**config.mk**
```make
export PLATFORM = sky130hd
export DESIGN_NAME = wfg_subcore_monitor
export DESIGN_NICKNAME = d
export VERILOG_FILES = /design/src/rtl/wfg_subcore_monitor.sv
export SDC_FILE = /design/constraint.sdc
export NUM_CORES = 1
export LEC_CHECK = 0
export CORE_MARGIN = 3
export CORE_UTILIZATION = 54
export DETAILED_ROUTE_END_ITERATION = 10
export MAX_ROUTING_LAYER = met4
export PLACE_DENSITY = 0.83
export SLEW_MARGIN = 10
export SYNTH_ARGS = -nofsm -noshare
export SYNTH_HDL_FRONTEND = slang
export SYNTH_SLANG_ARGS = --single-unit
```
**constraint.sdc**
```tcl
create_clock -name clk -period 2.8 [get_ports clk]
set_input_delay 0.7 -clock clk [delete_from_list [all_inputs] [get_ports clk]]
set_output_delay 0.7 -clock clk [all_outputs]
set_load 0.05 [all_outputs]
```
**src/rtl/wfg_subcore_monitor.sv**
```systemverilog
// Subcore timebase checker: subcycle spacing and subcycles-per-sync vs programmed N/M.
// All outputs registered (1-cycle latency); observe-only, never backpressures the subcore.
module wfg_subcore_monitor #(
  parameter int LOCK_SYNCS = 2
) (
  input  logic        clk,
  input  logic        rst,
  input  logic        en_i,
  input  logic        clr_err_i,
  input  logic [15:0] wfg_subcycle_count_i,
  input  logic [7:0]  wfg_sync_count_i,
  input  logic        wfg_subcore_start_i,
  input  logic        wfg_subcore_subcycle_i,
  input  logic        wfg_subcore_sync_i,
  output logic        locked_o,
  output logic        err_period_o,
  output logic        err_sync_o,
  output logic [17:0] meas_period_o,
  output logic [8:0]  meas_subcycles_o
);

  typedef enum logic [1:0] {IDLE, ARMED, ACQUIRE, LOCKED} state_t;

  localparam logic [3:0] LOCK_N = 4'(LOCK_SYNCS);

  state_t      state;
  logic [17:0] cyc;
  logic [8:0]  sub;
  logic [3:0]  good;
  logic        ref_vld;
  logic        int_perr;

  logic [17:0] per_exp;
  logic [17:0] per_tmo;
  logic [8:0]  sub_exp;
  logic        sc;
  logic        sy;
  logic        perr;
  logic        serr;
  logic        sync_good;

  assign sc      = wfg_subcore_subcycle_i;
  assign sy      = wfg_subcore_sync_i;
  assign per_exp = {1'b0, wfg_subcycle_count_i, 1'b0} + 18'd2;
  assign per_tmo = per_exp + 18'd1;
  assign sub_exp = {1'b0, wfg_sync_count_i} + 9'd1;

  // Pulse at the wrong spacing, or no pulse one cycle past the expected spacing.
  assign perr      = ref_vld & (sc ? (cyc != per_exp) : (cyc == per_tmo));
  assign serr      = sy & ((state == ACQUIRE) | (state == LOCKED)) & (sub != sub_exp);
  assign sync_good = sy & ~serr & ~perr & ~int_perr;

  always_ff @(posedge clk or posedge rst) begin
    if (rst) begin
      state            <= IDLE;
      cyc              <= '0;
      sub              <= '0;
      good             <= '0;
      ref_vld          <= 1'b0;
      int_perr         <= 1'b0;
      locked_o         <= 1'b0;
      err_period_o     <= 1'b0;
      err_sync_o       <= 1'b0;
      meas_period_o    <= '0;
      meas_subcycles_o <= '0;
    end else begin
      // A new error outranks a simultaneous clear.
      err_period_o <= (err_period_o & ~clr_err_i) | perr;
      err_sync_o   <= (err_sync_o & ~clr_err_i) | serr;

      if (!en_i || state == IDLE) begin
        cyc      <= '0;
        sub      <= '0;
        good     <= '0;
        ref_vld  <= 1'b0;
        int_perr <= 1'b0;
        locked_o <= 1'b0;
        state    <= (en_i && wfg_subcore_start_i) ? ARMED : IDLE;
      end else begin
        if (sc) begin
          cyc           <= 18'd1;
          meas_period_o <= cyc;
          ref_vld       <= 1'b1;
        end else if (cyc != 18'h3FFFF) begin
          cyc <= cyc + 18'd1;
        end

        // A coincident subcycle belongs to the new interval.
        if (sy) begin
          meas_subcycles_o <= sub;
          sub              <= sc ? 9'd1 : 9'd0;
          int_perr         <= perr;
        end else begin
          if (sc && sub != 9'h1FF) sub <= sub + 9'd1;
          if (perr) int_perr <= 1'b1;
        end

        if (wfg_subcore_start_i) begin
          state    <= ARMED;
          ref_vld  <= 1'b0;
          good     <= '0;
          locked_o <= 1'b0;
        end else begin
          case (state)
            ARMED: begin
              if (sy) begin
                state <= ACQUIRE;
                good  <= '0;
              end
            end
            ACQUIRE: begin
              if (perr || serr) begin
                good <= '0;
              end else if (sync_good) begin
                good <= good + 4'd1;
                if (good + 4'd1 >= LOCK_N) begin
                  state    <= LOCKED;
                  locked_o <= 1'b1;
                end
              end
            end
            LOCKED: begin
              if (perr || serr) begin
                state    <= ACQUIRE;
                good     <= '0;
                locked_o <= 1'b0;
              end
            end
            default: state <= IDLE;
          endcase
        end
      end
    end
  end

endmodule

```
# Word-level counts from Yosys, hierarchy flattened
# Index checks and enable logic that the tools add are counted.
[classes] add_sub_neg=6 n_mul=0 n_div=0 magnitude_cmp=1 eq_ne=14 shift=0 muxes=37 n_bitwise=16 reduce_logical=17
[ops] operator="18-bit two-way mux" count=3
[ops] operator="18-bit by 1-bit adder with 18-bit output, second input constant" count=2
[ops] operator="9-bit two-way mux" count=3
[ops] operator="4-bit two-way mux" count=6
[ops] operator="17-bit by 2-bit adder with 18-bit output, second input constant" count=1
[ops] operator="18-bit equality test" count=1
[ops] operator="18-bit inequality test" count=1
[ops] operator="18-bit inequality test, second input constant" count=1
[ops] operator="1-bit two-way mux" count=15
[ops] operator="2-bit two-way mux" count=7
[ops] operator="4-bit one-hot mux with 3 select lines" count=1
[ops] operator="3-bit nonzero test" count=4
[ops] operator="5-bit AND reduction" count=2
[ops] operator="8-bit by 1-bit adder with 9-bit output, second input constant" count=1
[ops] operator="9-bit by 1-bit adder with 9-bit output, second input constant" count=1
[ops] operator="9-bit inequality test" count=1
[ops] operator="9-bit inequality test, second input constant" count=1
[ops] operator="1-bit bitwise AND" count=8
[ops] operator="4-bit by 2-bit inequality test with 1-bit output, second input constant" count=2
[ops] operator="4-bit inequality test, second input constant" count=2
[ops] operator="2-bit one-hot mux with 3 select lines" count=1
[ops] operator="5-bit by 3-bit inequality test with 1-bit output, second input constant" count=1
[ops] operator="1-bit NOT" count=5
[ops] operator="5-bit nonzero test" count=1
[ops] operator="14 further kinds" count=20
[word_totals] regBits=65 latchBits=0 ramBits=0 rom_bits=0 in_bits=31 output_inout_bits=30 word_cells=102 memories=0

# Logic depth before layout (Yosys ltp)
# Gate-level depths: netlist (run 1).
[logic_depth] word_depth=13 ltp_mapped=11

# Worst setup path after synthesis (run 1)
# Ideal clock, no wire load.
[synth_timing] kind="input to register" from="input wfg_sync_count_i[0]" to="register state[1]" setup_time_ns=0.126 arrival_time_ns=2.700 t_required_ns=2.674 path_slack_ns=-0.026 path_stages=10 cell_sequence="ha_1 > and3_1 > and3_1 > xnor2_1 > mux2i_1 > nand3_1 > o211ai_1 > nor3b_4 > a31oi_4 > a221o_1"
[synth_via] elab_chain_len=9 elab_cells_between_ends=12
[synth_rtl] element="start: declaration" line_no="11" text="input logic [7:0] wfg_sync_count_i,"
[synth_rtl] element="8-bit by 1-bit adder with 9-bit output (*)" line_no="46" text="assign sub_exp = {1'b0, wfg_sync_count_i} + 9'd1;"
[synth_rtl] element="9-bit inequality test (*)" line_no="50" text="assign serr = sy & ((state == ACQUIRE) | (state == LOCKED)) & (sub != sub_exp);"
[synth_rtl] element="1-bit bitwise AND (*)" line_no="50"
[synth_rtl] element="1-bit NOT" line_no="51" text="assign sync_good = sy & ~serr & ~perr & ~int_perr;"
[synth_rtl] element="1-bit bitwise AND (3 in a row)" line_no="51"
[synth_rtl] element="4-bit by 3-bit inequality test with 1-bit output (no line)"
[synth_rtl] element="5-bit AND reduction (no line) (*)"
[synth_rtl] element="end signal: assignment" line_no="78" text="state <= (en_i && wfg_subcore_start_i) ? ARMED : IDLE;"
[synth_rtl] element="end: declaration" line_no="26" text="state_t state;"
# Mark *: on every way between the ends. The rest lies on a longest branch, timed or not.
# A chain may end at the register's enable or synchronous reset.

# Final worst setup path (run 1)
[layout_timing] from="input wfg_subcycle_count_i[5]" to="register state[1]"
[layout_via] elab_chain_len=10 elab_cells_between_ends=14
[layout_rtl] element="start: declaration" line_no="10" text="input logic [15:0] wfg_subcycle_count_i,"
[layout_rtl] element="17-bit by 2-bit adder with 18-bit output (*)" line_no="44" text="assign per_exp = {1'b0, wfg_subcycle_count_i, 1'b0} + 18'd2;"
[layout_rtl] element="18-bit by 1-bit adder with 18-bit output" line_no="45" text="assign per_tmo = per_exp + 18'd1;"
[layout_rtl] element="18-bit equality test" line_no="49" text="assign perr = ref_vld & (sc ? (cyc != per_exp) : (cyc == per_tmo));"
[layout_rtl] element="1-bit two-way mux (*)" line_no="49"
[layout_rtl] element="1-bit bitwise AND (*)" line_no="49"
[layout_rtl] element="1-bit NOT" line_no="51"
[layout_rtl] element="1-bit bitwise AND (2 in a row)" line_no="51"
[layout_rtl] element="4-bit by 3-bit inequality test with 1-bit output (no line)"
[layout_rtl] element="5-bit AND reduction (no line) (*)"
# Marked as above.

==> impl_metrics.ini, run 1 <==
[placement]
postPlaceCellArea_um2 = 4875
place_hpwl_um = 7003
place_congestion = 0.8907
portBuffers = 60

[sta]
relSlewSlack = 0.5733
slew_viol_final = 0
final-hold-violation-count = 0
finalCriticalPeriod_ps = 2727
holdWs_ps = 506.5
post-route-period-util = 0.9741
tightest_slew_ps = 633.3
setup_viol = 0
skew_ps = 6.901
max_freq_mhz = 366.6
setup-tns-final_ps = 0

[layout]
finish.utilization = 0.7814
final_nets = 548
fin_area_um2 = 5368
drive_gt1_frac = 0.3029
syn_to_final_growth_pct = 38.34
diodes = 0

[drt]
dr.first_iter.drc_count = 366
vias_per_cell = 6.008
drc = 0
antenna_left = 0
routed_wl_um = 10890
drt-wirelength-per-cell_um = 17.82
vias = 3671
drtPass1Iterations = 5

[yosys]
yosys_warnings = 0
synthFlopType = dfrtp_1
ys_seq_elements = 65
syn_area_um2 = 3880
synth_cells = 399
synthTopCellsByArea = dfrtp_1 (42%), mux2_2 (7.8%), xor2_1 (6.1%), nor2_1 (4.5%), xnor2_1 (4.3%)
synth_area_per_cell_um2 = 9.724
synth_edf_count = 0
synthArstFlopShare = 1.000
synth-seq-area-share = 0.4192
synth_top_cells_by_count = dfrtp_1 (65), nor2_1 (47), mux2_2 (27), xor2_1 (27), nand2_1 (26)
yosysMostFrequentCell = dfrtp_1
syn_nets = 437
yosys.area.top_type = dfrtp_1
yosys.area.top_type_share = 0.4192
synth.distinct_cells = 57

[clock_tree]
clk_latency_ps = 350
cts_tree = done
cts_buffer_depth = 2
htreeDepth = 3
cts_buffers = 9
cts_sinks = 65
clk_pin_slew_ps = 70
cts_root_buffer = clkbuf_8
hold_buffers = 0

[critical_path]
crit_path_top_delay_cell = nor4_4
cp_data_required_time_ps = 3030
worstSetupPathType = in2reg
crit_family = compound AO/OA/AOI/OAI gates
slowest_delay_ps = 350
critPathArrivalTime_ps = 2960
cp-start-kind = input pin
path_buf_inv = 2
worst-path-max-fanout = 5
critPathMostFrequentCell = o21ai_2
path_cells = dlygate4sd2_1 -> buf_6 -> nand3_2 -> o21a_1 -> o21ai_2 -> o21ai_2 -> nor4_4 -> a21oi_2 -> nor3b_4 -> a31oi_4 -> a221o_1
endpoint_kind = flip-flop

[pwr]
ir_worst_vdd_mv = 0.3072
power_density_nw_per_um2 = 399.3
leakagePower_nw = 2.357

[global_routing]
track_usage = 0.2676
gr-total-overflow = 0
grt_pass1_vias = 3640
grt_pass1_wl_um = 17170
grt_max_degree = 66
antenna_found_initial = 0

[floorplan]
core_area_um2 = 6869
num_rows = 30
io_pins = 61
die-width_um = 90.77
dieHeight_um = 90.77
dieArea_um2 = 8238
start_util = 0.5648

[run]
cap_violations = 0

[hold_path]
min_path_type = reg2reg

[run_status]
status = complete, no violations
-- per-layer routing --
layer	wire, um	vias to the layer above	global-route usage
li1	-	1648	-
met1	4225	1823	0.3083
met2	5829	166	0.4688
met3	517	34	0.02667
met4	317	0	0.1250
met5	0	-	-
-- worst register-to-register path: cells and delay by family, from the launching register on --
family	cells	cell delay, ps
compound gates	5	960
flops	1	450
xor+xnor	2	330
simple gates	2	670
-- placed cells by master, fill, tap and decap left out, drive strengths merged, types with 3 or more instances in the layout --
cell type,n
a21oi,12
xnor2,20
clkdlybuf4s15,4
mux2,27
a31oi,6
mux2i,4
xor2,27
nor2,49
nand3b,3
nand4,15
and3,8
o211ai,5
ha,7
and4,5
nor3,3
buf,53
clkdlybuf4s50,38
dlygate4sd2,9
nand2,27
clkbuf,17
dfrtp,65
o21ai,23
nor4,7
and2,3
o21a,3
nor2b,4
nand2b,7
or3,3
nand3,20
inv,13
-- stage by stage --
step / total power, mW / cells / worst slack [ps]
floorplan: 1.113 / 399 / 7.521
global placement: 1.246 / 583 / -560.7
detailed placement: 1.255 / 583 / -672.6
CTS: 2.126 / 608 / 5.906
global route: 2.216 / 611 / -27.35
finish: 2.144 / 611 / 72.52
-- report_power, final --
part / switching [mW] / internal, mW
Clock: 0.373 / 0.500
Sequential: 0.0126 / 0.949
Combinational: 0.171 / 0.137
-- cell families after synthesis --
kind of cell / count (synthesis) / synth area share
adders and majority gates: 7 / 0.02257
buffers and inverters: 25 / 0.02709
and+or+nand+nor: 160 / 0.2277
xor gates and xnor gates: 47 / 0.1080
AOI/OAI and AO/OA: 64 / 0.1067
DFF: 65 / 0.4192
muxes: 31 / 0.08868
-- area by class of cell --
cell class	instances	area, um2
inverter	13	48.80
clock buffer	11	131.4
sequential	65	1627
multi-input combinational	309	2391
clock inverter	5	80.08
timing repair buffer	112	969.7
tap	96	120.1
fill	431	1501
-- flip-flops by register name, summed over array words and instances, names as in the netlist --
signal and count:
cyc 18, meas_period_o 18, meas_subcycles_o 9, sub 9
good 4, state 2, err_period_o 1, err_sync_o 1
int_perr 1, locked_o 1, ref_vld 1
-- path summary, 6_finish.rpt --
path,end,slack [ps],from,depth (start not counted)
worst min-delay path,meas_subcycles_o[2],510,meas_subcycles_o[2],1
worst max-delay path,state[1],70,wfg_subcycle_count_i[5],11
worst min register to register,meas_subcycles_o[2],510,meas_subcycles_o[2],1
min in group asynchronous,cyc[5],740,rst,3
max in group asynchronous,meas_period_o[16],1790,rst,3
worst max register to register,state[1],270,cyc[16],9
-- repair_timing --
| action | 4_1_cts | 5_1_grt |
|---|---|---|
| setup endpoints to repair | 7 | 8 |
| setup buffers | 9 | 3 |
| pin swaps | 19 | 26 |
| resized for setup | 49 | 47 |
| cloned | 0 | 0 |
(Power assumes the default switching activity.)
==> run 2, diff against run 1 <==
- SLEW_MARGIN: 10 -> default
==> results of run 2 <==
Final layout, timing and power as in run 1 (identical DEF).
==> run 3, diff against run 2 <==
- REMOVE_ABC_BUFFERS: default -> 1
==> run 3 against run 2 <==
Effect of this change: the flow now finishes with violations (setup timing); clock skew grew 3.1 ps; final cell count shrank 0.65%; maximum frequency shrank 2.7%; via count shrank 5.9%; critical endpoint unchanged; largest cell class unchanged; largest power group unchanged; highest routed layer unchanged.
==> impl_metrics.ini, run 3 (same netlist as run 1, synthesis figures left out) <==
[drt]
vias = 3453
drc = 0
vias_per_cell = 5.689
antenna_left = 0
drt-wirelength-per-cell_um = 15.98
routed_wl_um = 9701
drtPass1Iterations = 4
dr.first_iter.drc_count = 191

[placement]
dp_cells = 582
place_congestion = 0.9134
place_hpwl_um = 6849
portBuffers = 60

[layout]
reg.largest.list = cyc: 18 flops, meas_period_o: 18 flops
seq_area_um2 = 1627
finish.utilization = 0.7639
diodes = 0
syn_to_final_growth_pct = 35.25
multi_input_area_um2 = 2326
mostFrequentLayoutCells = dfrtp_1 (65), nor2_1 (46), buf_4 (45)
final_nets = 544
fillers = 493
final_common_cell = dfrtp_1
drive_gt1_frac = 0.2779
fin_cells = 607

[clock_tree]
clk_latency_ps = 350
cts_tree = done
cts_sinks = 65
cts_buffer_depth = 2
clk_pin_slew_ps = 70
cts_buffers = 9
htreeDepth = 3
cts_root_buffer = clkbuf_8
hold_buffers = 0

[critical_path]
cp-start-kind = input pin
endpoint_kind = flip-flop
worstSetupPathType = in2reg
critPathArrivalTime_ps = 3030
cp_data_required_time_ps = 3030
worst-path-max-fanout = 5
r2r_slack_ps = 200

[floorplan]
dieArea_um2 = 8238
dieHeight_um = 90.77
start_util = 0.5648
num_rows = 30
core_area_um2 = 6869
io_pins = 61
die-width_um = 90.77

[sta]
finalCriticalPeriod_ps = 2803
max_freq_mhz = 356.7
relSlewSlack = 0.5726
skew_ps = 10.01
final-hold-violation-count = 0
slew_viol_final = 0
layout_setup_ws_ps = -3.356
post-route-period-util = 1.001
setup_viol = 1
setup-tns-final_ps = -3.356
tightest_slew_ps = 634.5
holdWs_ps = 506.0

[run_status]
violations = setup timing
status = finished, violations left

[global_routing]
gr-total-overflow = 0
grt_max_degree = 66
track_usage = 0.2521
antenna_found_initial = 0
grt_pass1_vias = 3547
grt_pass1_wl_um = 16420

[pwr]
ir_worst_vdd_mv = 0.2270
finalPower_mw = 2.088
leakagePower_nw = 2.316
power_density_nw_per_um2 = 397.9

[run]
cap_violations = 0

[hold_path]
min_path_type = reg2reg
-- run 3: cell count changes in the layout (fill, tap and decap cells not counted), moves of 2 or more --
cell | before | now
buf_4 | 49 | 45
clkbuf_2 | 6 | 11
clkbuf_8 | 9 | 12
clkdlybuf4s15_1 | 4 | 1
clkinvlp_4 | 2 | 0
nand2_1 | 23 | 26
nand2_2 | 4 | 0
o21ai_0 | 12 | 17
o21ai_2 | 5 | 1
xor2_1 | 25 | 27
xor2_2 | 2 | 0
-- run 3: final cells by class --
cell class,count,area share
multi-input combinational,309,0.4433
sequential,65,0.3100
timing repair buffer,108,0.1750
clock buffer,14,0.03290
tap,96,0.02289
inverter,13,0.009299
clock inverter,2,0.006676
-- run 3: critical path, cell delays in order --
cell and delay [ps]:
clkdlybuf4s15_1 240, buf_6 140, nand3_2 110, o21a_1 210, o21ai_1 190, o21ai_2 100, nor4_4 350, and4_4 300
nor3b_4 70, buf_4 160, and3_2 190, a221o_1 260
-- run 3: path summary, 6_finish.rpt --
path	depth (start not counted)	endpoint	startpoint
max in group asynchronous	3	meas_period_o[11]	rst
setup reg to reg	10	state[1]	cyc[7]
hold reg to reg	1	meas_subcycles_o[5]	meas_subcycles_o[5]
min in group asynchronous	3	cyc[9]	rst
hold / removal	1	meas_subcycles_o[5]	meas_subcycles_o[5]
setup / recovery	12	state[1]	wfg_subcycle_count_i[6]
-- run 3: where the power goes --
group / internal, mW / switching, mW
sequential: 0.949 / 0.0122
combinational: 0.130 / 0.161
clock: 0.484 / 0.351
-- run 3: what timing repair did --
item	in CTS	in global routing
buffers inserted	3	6
gates resized for setup	46	37
endpoints found under the setup margin	7	7
pin swaps	16	13
-- run 3: metal layers --
layer | share of wire | vias to the layer above | track usage
li1 | - | 1644 | -
met1 | 0.43 | 1677 | 0.3087
met2 | 0.50 | 119 | 0.4219
met3 | 0.054 | 13 | 0.03500
met4 | 0.015 | 0 | 0.09949
met5 | 0 | - | -
-- run 3: per-stage QoR --
| stage | setup slack, ps | cell area (um2) |
|---|---|---|
| finish | -3.356 | 5248 |
| global route | -66.56 | 5248 |
| CTS | 2.628 | 5166 |
| detailed placement | -732.0 | 4850 |
| global placement | -672.6 | 4850 |
| floorplan | -25.52 | 3824 |
